--- src/rtl/comptest_pkg.sv ---
// ============================================================================
// Module      : comptest_pkg
// Description : Shared constants, scan-state encoding and count saturation
// Revision    : 1.0
// ============================================================================
`default_nettype none

package comptest_pkg;

    localparam int NSTRIPS = 32;
    localparam int STRIP_W = $clog2(NSTRIPS);
    localparam int CNT_W   = 16;
    localparam int ERR_W   = 32;

    typedef logic [3:0] state_t;

    localparam logic [3:0] ST_IDLE      = 4'd0;
    localparam logic [3:0] ST_CLR       = 4'd1;
    localparam logic [3:0] ST_ARM       = 4'd2;
    localparam logic [3:0] ST_FIRE      = 4'd3;
    localparam logic [3:0] ST_WAIT_ACK  = 4'd4;
    localparam logic [3:0] ST_WAIT_DONE = 4'd5;
    localparam logic [3:0] ST_SETTLE    = 4'd6;
    localparam logic [3:0] ST_REPORT    = 4'd7;
    localparam logic [3:0] ST_DONE      = 4'd8;

    // Any set bit above the reported width means the count is at least all-ones.
    function automatic logic [CNT_W-1:0] saturate(input logic [ERR_W-1:0] v);
        if (|v[ERR_W-1:CNT_W]) begin
            return {CNT_W{1'b1}};
        end
        return v[CNT_W-1:0];
    endfunction

endpackage

`default_nettype wire

--- src/rtl/scan_timeout_timer.sv ---
// ============================================================================
// Module      : scan_timeout_timer
// Description : Wait-state watchdog; cleared on load, counts while enabled
// Revision    : 1.0
// ============================================================================
`default_nettype none

module scan_timeout_timer #(
    parameter int TIMEOUT = 255,
    parameter int W       = $clog2(TIMEOUT + 1)
) (
    input  logic clk,
    input  logic rst,
    input  logic i_load,
    input  logic i_en,
    output logic o_expired
);

    logic [W-1:0] r_cnt;

    always_ff @(posedge clk) begin
        if (rst || i_load) begin
            r_cnt <= '0;
        end else if (i_en && !o_expired) begin
            r_cnt <= r_cnt + 1'b1;
        end
    end

    assign o_expired = (r_cnt == W'(TIMEOUT));

endmodule

`default_nettype wire

--- src/rtl/comparator_scan_sequencer.sv ---
// ============================================================================
// Module      : comparator_scan_sequencer
// Description : Sweeps a one-hot halfstrip pattern through comparator_injector
// Revision    : 1.0
// ============================================================================
`default_nettype none

module comparator_scan_sequencer
    import comptest_pkg::*;
#(
    parameter int TIMEOUT = 255
) (
    input  logic                 clk,
    input  logic                 rst,
    input  logic                 start,
    input  logic                 abort,
    input  logic [CNT_W-1:0]     num_pulses,
    input  logic [STRIP_W-1:0]   first_strip,
    input  logic [STRIP_W-1:0]   last_strip,
    input  logic                 inject_en,
    input  logic                 pulser_ready,
    input  logic [ERR_W-1:0]     halfstrips_errcnt,
    input  logic [ERR_W-1:0]     compout_errcnt,
    output logic                 fire_pulse,
    output logic [NSTRIPS-1:0]   halfstrips_expect,
    output logic                 compout_expect,
    output logic                 compin_inject,
    output logic                 halfstrips_errcnt_rst,
    output logic                 compout_errcnt_rst,
    output logic                 busy,
    output logic                 done,
    output logic                 timeout_err,
    output logic                 result_valid,
    output logic [STRIP_W-1:0]   result_strip,
    output logic [CNT_W-1:0]     result_hs_errs,
    output logic [CNT_W-1:0]     result_co_errs
);

    state_t               r_state;
    state_t               w_next;
    logic                 w_timeout;
    logic                 w_expired;
    logic                 w_tmr_en;
    logic                 w_more;
    logic [STRIP_W-1:0]   w_clr_strip;

    logic [STRIP_W-1:0]   r_cur_strip;
    logic [STRIP_W-1:0]   r_last_strip;
    logic                 r_single;
    logic [CNT_W-1:0]     r_eff_num;
    logic [CNT_W-1:0]     r_pulse_cnt;
    logic                 r_inject;
    logic                 r_fire;
    logic                 r_errcnt_rst;
    logic                 r_busy;
    logic                 r_done;
    logic                 r_timeout_err;
    logic                 r_result_valid;
    logic [NSTRIPS-1:0]   r_hs_expect;
    logic [STRIP_W-1:0]   r_result_strip;
    logic [CNT_W-1:0]     r_result_hs;
    logic [CNT_W-1:0]     r_result_co;

    assign w_tmr_en    = (r_state == ST_ARM) || (r_state == ST_WAIT_ACK) || (r_state == ST_WAIT_DONE);
    assign w_more      = ({1'b0, r_pulse_cnt} + 1'b1) < {1'b0, r_eff_num};
    assign w_clr_strip = (r_state == ST_IDLE) ? first_strip : r_cur_strip + STRIP_W'(1);

    scan_timeout_timer #(
        .TIMEOUT (TIMEOUT)
    ) u_timer (
        .clk       (clk),
        .rst       (rst),
        .i_load    (w_next != r_state),
        .i_en      (w_tmr_en),
        .o_expired (w_expired)
    );

    // A satisfied wait condition takes priority over a timer expiring the same cycle.
    always_comb begin
        w_next    = r_state;
        w_timeout = 1'b0;
        case (r_state)
            ST_IDLE:      if (start) w_next = ST_CLR;
            ST_CLR:       w_next = abort ? ST_DONE : ST_ARM;
            ST_ARM: begin
                if (abort) begin
                    w_next = ST_DONE;
                end else if (pulser_ready) begin
                    w_next = ST_FIRE;
                end else if (w_expired) begin
                    w_next    = ST_DONE;
                    w_timeout = 1'b1;
                end
            end
            ST_FIRE:      w_next = ST_WAIT_ACK;
            ST_WAIT_ACK: begin
                if (!pulser_ready) begin
                    w_next = ST_WAIT_DONE;
                end else if (w_expired) begin
                    w_next    = ST_DONE;
                    w_timeout = 1'b1;
                end
            end
            ST_WAIT_DONE: begin
                if (pulser_ready) begin
                    w_next = w_more ? ST_FIRE : ST_SETTLE;
                end else if (w_expired) begin
                    w_next    = ST_DONE;
                    w_timeout = 1'b1;
                end
            end
            ST_SETTLE:    w_next = ST_REPORT;
            ST_REPORT:    w_next = (abort || r_single || (r_cur_strip == r_last_strip)) ? ST_DONE : ST_CLR;
            ST_DONE:      w_next = ST_IDLE;
            default:      w_next = ST_IDLE;
        endcase
    end

    always_ff @(posedge clk) begin
        if (rst) begin
            r_state        <= ST_IDLE;
            r_cur_strip    <= '0;
            r_last_strip   <= '0;
            r_single       <= 1'b0;
            r_eff_num      <= '0;
            r_pulse_cnt    <= '0;
            r_inject       <= 1'b0;
            r_fire         <= 1'b0;
            r_errcnt_rst   <= 1'b0;
            r_busy         <= 1'b0;
            r_done         <= 1'b0;
            r_timeout_err  <= 1'b0;
            r_result_valid <= 1'b0;
            r_hs_expect    <= '0;
            r_result_strip <= '0;
            r_result_hs    <= '0;
            r_result_co    <= '0;
        end else begin
            r_state        <= w_next;
            r_fire         <= (w_next == ST_FIRE);
            r_errcnt_rst   <= (w_next == ST_CLR);
            r_done         <= (w_next == ST_DONE);
            r_busy         <= (w_next != ST_IDLE);
            r_result_valid <= (w_next == ST_REPORT);

            if (r_state == ST_IDLE && start) begin
                r_last_strip  <= last_strip;
                r_single      <= (first_strip > last_strip);
                r_eff_num     <= (num_pulses == '0) ? CNT_W'(1) : num_pulses;
                r_inject      <= inject_en;
                r_timeout_err <= 1'b0;
            end
            if (w_timeout) begin
                r_timeout_err <= 1'b1;
            end

            if (w_next == ST_CLR) begin
                r_cur_strip <= w_clr_strip;
                r_hs_expect <= NSTRIPS'(1) << w_clr_strip;
            end else if (w_next == ST_IDLE) begin
                r_hs_expect <= '0;
                r_inject    <= 1'b0;
            end

            if (r_state == ST_CLR) begin
                r_pulse_cnt <= '0;
            end else if (r_state == ST_WAIT_DONE && pulser_ready) begin
                r_pulse_cnt <= r_pulse_cnt + 1'b1;
            end

            // Sampled at the end of SETTLE so the injector's last write has landed.
            if (w_next == ST_REPORT) begin
                r_result_strip <= r_cur_strip;
                r_result_hs    <= saturate(halfstrips_errcnt);
                r_result_co    <= saturate(compout_errcnt);
            end
        end
    end

    assign fire_pulse            = r_fire;
    assign halfstrips_expect     = r_hs_expect;
    assign compout_expect        = r_inject;
    assign compin_inject         = r_inject;
    assign halfstrips_errcnt_rst = r_errcnt_rst;
    assign compout_errcnt_rst    = r_errcnt_rst;
    assign busy                  = r_busy;
    assign done                  = r_done;
    assign timeout_err           = r_timeout_err;
    assign result_valid          = r_result_valid;
    assign result_strip          = r_result_strip;
    assign result_hs_errs        = r_result_hs;
    assign result_co_errs        = r_result_co;

endmodule

`default_nettype wire

--- config.mk ---
export PLATFORM = sky130hd
export DESIGN_NAME = comparator_scan_sequencer
export DESIGN_NICKNAME = d
export VERILOG_FILES = /design/src/rtl/comptest_pkg.sv /design/src/rtl/scan_timeout_timer.sv /design/src/rtl/comparator_scan_sequencer.sv
export SDC_FILE = /design/constraint.sdc
export NUM_CORES = 1
export LEC_CHECK = 0
export ABC_CLOCK_PERIOD_IN_PS = 3300
export CAP_MARGIN = 20
export CORE_MARGIN = 4
export CORE_UTILIZATION = 23
export CTS_CLUSTER_SIZE = 12
export DETAILED_ROUTE_END_ITERATION = 8
export PLACE_DENSITY_LB_ADDON = 0.08
export SYNTH_ARGS = -nofsm -noshare
export SYNTH_HDL_FRONTEND = slang
export SYNTH_HIERARCHICAL = 1
export SYNTH_SLANG_ARGS = --single-unit
--- constraint.sdc ---
create_clock -name clk -period 3.3 [get_ports clk]
set_input_delay 0.66 -clock clk [delete_from_list [all_inputs] [get_ports clk]]
set_output_delay 0.66 -clock clk [all_outputs]
set_load 0.02 [all_outputs]
==> results of run 1 <==
## metrics by stage
stage | power, mW | TNS [ns] | std cells | cell area [um^2]
floorplan | 1.92 | 0 | 673 | 6180
global placement | 2.17 | -1.31 | 1179 | 8480
detailed placement | 2.17 | -1.16 | 1179 | 8480
CTS | 4.18 | -0.675 | 1217 | 9180
global route | 4.31 | -4.76 | 1219 | 9240
finish | 4.10 | -0.671 | 1219 | 9240
## cells by family after synthesis
kind of cell / Yosys count / share of synthesized area
AOI/OAI and AO/OA: 173 / 0.225
xor gates and xnor gates: 33 / 0.0474
adders and majority gates: 23 / 0.0472
buffers and inverters: 68 / 0.0461
DFF: 131 / 0.430
muxes: 13 / 0.0217
and+or+nand+nor: 232 / 0.183
## routing by layer
layer | vias to the layer above | track usage | share of wire
li1 | 2865 | - | -
met1 | 2688 | 0.183 | 0.48
met2 | 187 | 0.217 | 0.44
met3 | 24 | 0.0402 | 0.070
met4 | 0 | 0.0434 | 0.014
met5 | - | 0 | 0
## sequential cells by signal, summed over array words and instances (netlist names), 5 cells and up
register and count:
result_hs_errs 16, result_strip 5, result_co_errs 16, r_last_strip 5, r_eff_num 16, u_timer/r_cnt 8
halfstrips_expect 32, r_pulse_cnt 16, r_cur_strip 5
## layout make-up
| class | count | area [um^2] | area share |
|---|---|---|---|
| Clock inverter | 15 | 179 | 0.0194 |
| Timing Repair Buffer | 218 | 2130 | 0.231 |
| Tap cell | 335 | 419 | 0.0453 |
| Clock buffer | 17 | 425 | 0.0460 |
| Inverter | 29 | 109 | 0.0118 |
| Multi-Input combinational cell | 474 | 3350 | 0.362 |
| Sequential cell | 131 | 2630 | 0.285 |
## cell usage in the layout, fill, tap and decap left out, types with 5 or more instances in the layout
cell type and count:
clkbuf_16 17, nand2_1 98, mux2i_1 11, inv_1 29
xnor2_1 10, and3_1 8, o2bb2ai_1 16, nor2_1 37
a32o_1 12, xor2_1 20, nand3_1 11, ha_1 21
o21ai_0 15, a31oi_1 5, clkdlybuf4s50_1 173, a21oi_1 45
nor2b_1 6, o221a_2 32, buf_4 40, inv_8 8
dfxtp_1 126, nand4_1 9, or3_1 10, nor4_1 12
## Yosys cell counts, drive strengths merged, types with 4 or more instances
library cell	number	area [um^2]
dfxtp	131	2620
nand2	101	382
a21oi	48	252
nor2	45	169
o221a	32	360
inv	29	109
clkbuf	24	90.1
ha	23	288
xor2	21	184
o21ai	17	88.8
o2bb2ai	16	140
buf	15	82.6
nand3	14	70.1
nor4	13	87.6
a32o	12	120
xnor2	12	105
and3	11	68.8
mux2i	11	110
nand4	10	68.8
or3	10	62.6
nor2b	7	43.8
a2111oi	5	45.0
a31oi	5	31.3
and4	5	45.0
nor3	5	36.3
a22o	4	35.0
## timing repair
item / CTS / global route
cloned: 1 / 0
resized for setup: 9 / 11
hold buffers: 0 / 0
setup buffers: 5 / 2
endpoints found under the setup margin: 35 / 47
pin swaps: 3 / 7
## final timing paths
check                                     from              to  depth (start not counted)
worst max-delay path            r_pulse_cnt[1]  r_cur_strip[2]                         15
worst min-delay path             r_eff_num[12]   r_eff_num[12]                          2
worst max register to register  r_pulse_cnt[1]  r_cur_strip[2]                         15
worst min register to register   r_eff_num[12]   r_eff_num[12]                          2
## worst reg2reg max path, delay by kind of cell (launching register included)
family	cells	cell delay, ns
and+or+nand+nor	6	1.06
AOI/OAI and AO/OA	3	0.84
adders and majority gates	2	0.45
DFF	1	0.36
buffers and inverters	2	0.28
muxes	1	0.17
xor gates and xnor gates	1	0.14
## where the power goes
| part | internal [mW] | switching, mW |
|---|---|---|
| sequential | 1.61 | 0.0375 |
| clock | 1.09 | 0.855 |
| combinational | 0.247 | 0.255 |
| total | 2.96 | 1.15 |
==> results.md, run 1 <==
* Status: complete, but fails checks
* Failing checks: setup timing
* Share of cells above drive strength 1 at 0.175
* Post-route core utilization at 0.355
* Area Overhead vs Synth at 51.4%
* Die H at 171 um
* Drt first pass iters at 6
* Min Clock Period, post-route at 3.37 ns
* Cells along the critical path: ha_4, nand3_4, nor2_4, and3_4, nand2_2, xnor2_2, ha_1, a21o_1, a221o_1, or4_4, o211a_4, nor3_4, buf_6, buf_12, mux2i_1
* I/O pin count at 174
* Number of synthesized flops with an enable pin at 0
* DRT iter0 DRCs at 259
* Crit-path slowest cell: or4_4
* Clock Latency Late Sink at 0.42 ns
* Cell Area, Synth at 6100 um^2
* Global-route wire length before repair at 32000 um
* Core footprint at 26100 um^2
* Clock Skews at 0.0146 ns
* Worst min path class: register to register
* FFs w/ async S/R, synth at 0
* Slew @ Worst Pin at 0.817 ns
* R2R setup slack at -0.07 ns
* Via count at 5764
* Sequential area share after synthesis at 0.430
* Dpl hpwl at 15100 um
* Crit start category: register
* WL final at 20200 um
* Count of input and output buffers at 173
* Max-cap violations at 0
* Total track usage at 0.138
* Initial antenna violation count at 0
* Final period util at 1.02
* Max_slew headroom at 0.454
* Largest stage delay on the critical path at 0.45 ns
* Avg Vias per Cell at 4.73
* Root Buffer: clkbuf_16
* Clock sinks at 131
* Worst vdd ir at 0.258 mV
* Max Fanout on Critical Path at 10
* Max frequency at 0.296 GHz
* N_diodes at 0
* Final worst slack at -0.0737 ns
* Cell family with most CP delay: simple AND/OR/NAND/NOR gates
* WP data arrival at 3.73 ns
* H-tree Lvls at 4
* Flops & latches, synth at 131
* Crit path required time at 3.65 ns
* Post-synth cell types at 71
* Num CTS Buffers at 17
* Synth Instances at 673
* Ys flop type: dfxtp_1
* CTS tree: done
* Buf+Inv Stages, Crit Path at 2
* Nets in the synthesized netlist at 792
* Die X at 171 um
* Row cnt at 59
* Routability cong. at 0.797
* CTS clock-pin slew for the worst setup and hold paths at 0.07 ns
* # fillers at 2651
* Max Transition Viols Final at 0
* PwrDens at 444 nW/um^2
* Hold Slack at 0.456 ns
* P_leak at 3.39 nW
* Final antenna-violating net count at 0
* Nets at 990
* RSZ-0062 raised after global routing: yes
* Overflow after GRT at 0
* Pin count of the biggest net entering global routing at 44
* Critical path class: register to register
* Syn avg cell area at 9.07 um^2
* Endpoints failing setup at 19
* Via count of the first global-routing pass at 5890
* Final hold vios at 0
* # DRC at 0
* Full die area at 29200 um^2
* Worst setup EP type: register
* YS warnings at 6
* Avg WL per Cell at 16.6 um
* Max Buffers Root-to-Sink at 2
* Dpl ws at -0.0852 ns
* Initial cell density of the core at 0.234
Note: power is estimated with default switching activity, not from simulation.
==> run 2: changes to the inputs <==
--- a/config.mk
+++ b/config.mk
@@ -12,6 +12,7 @@
 export CTS_CLUSTER_SIZE = 12
 export DETAILED_ROUTE_END_ITERATION = 8
 export PLACE_DENSITY_LB_ADDON = 0.08
+export SETUP_SLACK_MARGIN = 0.15
 export SYNTH_ARGS = -nofsm -noshare
 export SYNTH_HDL_FRONTEND = slang
 export SYNTH_HIERARCHICAL = 1
==> run 2 against run 1 <==
Against the previous run:
- the flow still finishes with violations (setup timing)
- sequential cell count is the same
- first-iteration DRC count grew 22%
- maximum frequency grew 2.1%
- critical path type unchanged
- critical endpoint unchanged
- largest cell class unchanged
- largest power group unchanged
==> results.md, run 2 (synthesis results as in run 1) <==
* Status: complete, but fails checks
* Failing checks: setup timing
* Full die area at 29200 um^2
* Via count at 5811
* Worst vdd ir at 0.230 mV
* Avg WL per Cell at 17.0 um
* Final hold vios at 0
* CTS tree: done
* Cells along the critical path: ha_4, nand3_4, nor2_4, and3_4, nand2_2, xnor2_1, ha_1, a21oi_2, o21ai_1, a221o_1, or4_4, o211a_4, nor3_4, buf_12, mux2i_1
* Clock Latency Late Sink at 0.42 ns
* Most common cell after layout, fill and taps aside: clkdlybuf4s50_1
* WP data arrival at 3.65 ns
* Total track usage at 0.139
* Worst r2r src: r_pulse_cnt[1]
* Max Buffers Root-to-Sink at 2
* Crit start category: register
* Worst min path class: register to register
* Clock sinks at 131
* PwrDens at 431 nW/um^2
* Max Transition Viols Final at 0
* Max Fanout on Critical Path at 19
* P_leak at 3.45 nW
* Cell family with most CP delay: simple AND/OR/NAND/NOR gates
* Cts hold-fix bufs at 0
* Hold endpoint: r_eff_num[6]
* Inst Count DP at 1177
* Pin count of the biggest net entering global routing at 34
* Worst reg2reg path depth at 15
* Buf+Inv Stages, Crit Path at 1
* Final antenna-violating net count at 0
* I/O pin count at 174
* Hold depth at 2
* Root Buffer: clkbuf_16
* Initial cell density of the core at 0.234
* R2R setup slack at -0.005 ns
* Crit-path slowest cell: or4_4
* Final worst slack at -0.00488 ns
* WL final at 20800 um
* N_diodes at 0
* Global-route wire length before repair at 32300 um
* Nets at 994
* Max-cap violations at 0
* Max frequency at 0.303 GHz
* H-tree Lvls at 4
* Row cnt at 59
* Die H at 171 um
* Largest stage delay on the critical path at 0.46 ns
* Clock Skews at 0.0165 ns
* CTS clock-pin slew for the worst setup and hold paths at 0.06 ns
* Avg Vias per Cell at 4.75
* Max_slew headroom at 0.431
* Routability cong. at 0.791
* Area Overhead vs Synth at 55.0%
* Min Clock Period, post-route at 3.30 ns
* Via count of the first global-routing pass at 5848
* Dpl hpwl at 15400 um
* Hold wc startpoint: r_eff_num[6]
* Share of cells above drive strength 1 at 0.200
* DRT iter0 DRCs at 315
* Critical path class: register to register
* Endpoints failing setup at 1
* Drt first pass iters at 5
* CP startpoint: r_pulse_cnt[1]
* Max FFs per register at 32
* R2r endpoint: r_cur_strip[2]
* Total power at 4.08 mW
* Overflow after GRT at 0
* Final cell count without fillers at 1223
* # DRC at 0
* Core footprint at 26100 um^2
* Num CTS Buffers at 17
* RSZ-0062 raised after global routing: yes
* Leading cell types in the layout, fill and taps excluded: 173 x clkdlybuf4s50_1, 127 x dfxtp_1, 95 x nand2_1
* Worst setup EP type: register
* Slew @ Worst Pin at 0.851 ns
* Initial antenna violation count at 1
* Crit path required time at 3.65 ns
* Count of input and output buffers at 173
* Die X at 171 um
* Final period util at 1.00
* Dpl ws at -0.0771 ns
run 2: through the flow:
| stage | area, um^2 | hold slack [ns] | util | TNS, ns |
|---|---|---|---|---|
| floorplan | 6200 | 0.436 | - | 0 |
| global placement | 8480 | 0.450 | 0.326 | -0.0347 |
| CTS | 9250 | 0.460 | 0.355 | -0.0192 |
| finish | 9460 | 0.458 | 0.363 | -0.00488 |
| global route | 9460 | 0.481 | 0.363 | -4.47 |
| detailed placement | 8480 | 0.452 | 0.326 | -0.0813 |
run 2: layer usage:
layer / wire [um] / global-route usage / share of wire / vias up
li1: - / - / - / 2864
met1: 9760 / 0.185 / 0.47 / 2749
met2: 9480 / 0.230 / 0.46 / 182
met3: 1340 / 0.0317 / 0.064 / 14
met4: 179 / 0.0351 / 0.0086 / 2
met5: 13 / 0 / 0.00063 / -
run 2: timing repair:
action	4_1_cts	5_1_grt
cloned	1	0
pin swaps	1	4
gates resized for setup	26	19
buffers inserted	2	11
endpoints found under the hold margin	0	0
setup endpoints to repair	42	51
run 2: worst max-delay path by stage:
stage                     slack, ns                  to  cells after the start
after floorplan                0.03      r_cur_strip[2]                     14
after detailed placement      -0.08  compout_errcnt_rst                     13
after CTS                     -0.02      r_cur_strip[2]                     15
after global routing          -0.17      r_cur_strip[2]                     15
final                        -0.005      r_cur_strip[2]                     15
after global placement        -0.03  compout_errcnt_rst                     13
run 2: cell type report:
type	instances	area, um^2
Clock inverter	15	156
Tap cell	335	419
Multi-Input combinational cell	474	3560
Sequential cell	131	2630
Clock buffer	17	425
Inverter	29	109
Fill cell	2626	16600
Timing Repair Buffer	222	2160
run 2: power by group:
group / internal (mW) / switching (mW)
Clock: 1.07 / 0.825
Combinational: 0.251 / 0.289
Sequential: 1.61 / 0.0314
run 2: tightest hold or removal path, cell delays in order (launching register included):
cell     delay [ns]
dfxtp_1        0.31
nand2_1        0.05
a21oi_1        0.05
==> run 3: changes to the inputs <==
--- a/config.mk
+++ b/config.mk
@@ -11,8 +11,11 @@
 export CORE_UTILIZATION = 23
 export CTS_CLUSTER_SIZE = 12
 export DETAILED_ROUTE_END_ITERATION = 8
+export MAX_ROUTING_LAYER = met4
 export PLACE_DENSITY_LB_ADDON = 0.08
+export RECOVER_POWER = 25
 export SETUP_SLACK_MARGIN = 0.15
+export SKIP_CTS_REPAIR_TIMING = 1
 export SYNTH_ARGS = -nofsm -noshare
 export SYNTH_HDL_FRONTEND = slang
 export SYNTH_HIERARCHICAL = 1
==> run 3 against run 2 <==
Against the previous run:
- the run still ends with setup timing left
- critical path depth increased by 1
- register-to-register slack lost 0.06 ns
- sequential power hardly changed
- clock power about the same
- non-clock buffer count decreased by 6
- wire length down 1.1%
- final cell count down 0.33%
- utilization is 0.99 points lower
- via count fell by 0.91%
- critical path type unchanged
- largest power group unchanged
==> results.md, run 3 (synthesis results as in run 1) <==
* R2r endpoint: r_cur_strip[2]
* H-tree Lvls at 4
* Share of cells above drive strength 1 at 0.169
* PwrDens at 442 nW/um^2
* Via count at 5758
* Dpl hpwl at 15400 um
* Worst min path class: register to register
* I/O pin count at 174
* Slew @ Worst Pin at 1.03 ns
* Num CTS Buffers at 17
* Clock Skews at 0.0148 ns
* Most common cell after layout, fill and taps aside: clkdlybuf4s50_1
* Row cnt at 59
* Avg WL per Cell at 16.9 um
* Drt first pass iters at 4
* Min Clock Period, post-route at 3.36 ns
* Max Transition Viols Final at 0
* Final worst slack at -0.0646 ns
* Status: complete, but fails checks
* Post-route core utilization at 0.353
* Clock sinks at 131
* Max frequency at 0.297 GHz
* Pin count of the biggest net entering global routing at 34
* # DRC at 0
* R2R setup slack at -0.06 ns
* Total power at 4.07 mW
* Core footprint at 26100 um^2
* Routability cong. at 0.805
* Die X at 171 um
* WP data arrival at 3.71 ns
* Dpl ws at -0.0771 ns
* Overflow after GRT at 0
* RSZ-0062 raised after global routing: yes
* Max-cap violations at 0
* P_leak at 3.39 nW
* WL final at 20600 um
* Full die area at 29200 um^2
* Crit path required time at 3.65 ns
* DRT iter0 DRCs at 293
* Max Buffers Root-to-Sink at 2
* CTS clock-pin slew for the worst setup and hold paths at 0.06 ns
* Clock Latency Late Sink at 0.42 ns
* Max_slew headroom at 0.311
* Worst setup EP type: register
* Die H at 171 um
* Worst r2r src: r_pulse_cnt[1]
* Hold Slack at 0.459 ns
* Max Fanout on Critical Path at 5
* Max FFs per register at 32
* Avg Vias per Cell at 4.72
* Count of input and output buffers at 173
* Via count of the first global-routing pass at 5757
* Area Overhead vs Synth at 50.8%
* Dpl cell area at 8480 um^2
* Initial antenna violation count at 2
* Leading cell types in the layout, fill and taps excluded: 162 x clkdlybuf4s50_1, 127 x dfxtp_1, 96 x nand2_1
* Crit start category: register
* Final hold vios at 0
* Final period util at 1.02
* Critical path class: register to register
* Final antenna-violating net count at 0
* Crit path capture: r_cur_strip[2]
* CP startpoint: r_pulse_cnt[1]
* Root Buffer: clkbuf_16
* Initial cell density of the core at 0.234
* Endpoints failing setup at 19
* Fin area at 9200 um^2
* Nets at 988
* Total track usage at 0.141
* Worst reg2reg path depth at 16
* CTS tree: done
* Failing checks: setup timing
* Global-route wire length before repair at 31800 um
* Worst vdd ir at 0.230 mV
==> run 3: changes by cell type in the layout (fill, tap and decap cells not counted), sizes merged <==
cell / change
clkdlybuf4s50: -11
dlygate4sd3: +11
buf: -9
clkbuf: +3
diode: +2
==> run 3: per-stage QoR <==
| step | cells | setup TNS (ns) |
|---|---|---|
| after floorplan | 673 | 0 |
| after global placement | 1177 | -0.0347 |
| after detailed placement | 1177 | -0.0813 |
| after CTS | 1209 | -0.182 |
| after global routing | 1219 | -5.87 |
| final | 1219 | -0.849 |
==> run 3: report_power, final <==
group	internal, mW	leakage, nW	switching (mW)
Combinational	0.253	2.04	0.273
Sequential	1.61	1.06	0.0304
Clock	1.07	0.285	0.825
==> run 3: how the worst min path moves through the flow <==
stage / startpoint / to / slack [ns] / depth (start not counted)
floorplan: r_single / r_single / 0.44 / 2
global placement: r_eff_num[15] / r_eff_num[15] / 0.45 / 2
detailed placement: r_eff_num[7] / r_eff_num[7] / 0.45 / 2
CTS: r_eff_num[7] / r_eff_num[7] / 0.46 / 2
global route: r_eff_num[2] / r_eff_num[2] / 0.48 / 2
finish: r_eff_num[15] / r_eff_num[15] / 0.46 / 2
==> run 3: critical path, stage by stage, from the launching register on <==
cell and delay (ns):
dfxtp_2 0.36, ha_4 0.17, nand3_4 0.07, nor2_4 0.13, and3_4 0.23, nand2_2 0.06, xnor2_1 0.12, ha_1 0.33
a21oi_2 0.12, o21ai_1 0.07, a221o_1 0.33, or4_4 0.44, o211a_4 0.29, nor3_4 0.15, buf_12 0.15, buf_12 0.11
mux2i_1 0.16
==> run 3: metal layers <==
metal | track usage | up-vias | part of all wire
met1 | 0.185 | 2703 | 0.48
met2 | 0.222 | 187 | 0.45
met4 | 0.0351 | 0 | 0.0087
li1 | - | 2856 | -
met3 | 0.0319 | 12 | 0.066
met5 | - | - | 0
==> run 3: layout make-up <==
class	count	area, um^2
fillers	2640	16900
inverters	29	109
well taps	335	419
multi-input cells	474	3320
clock inverters	15	156
diodes	2	5.00
repair buffers	216	2130
clock buffers	17	425
flip-flops and latches	131	2630
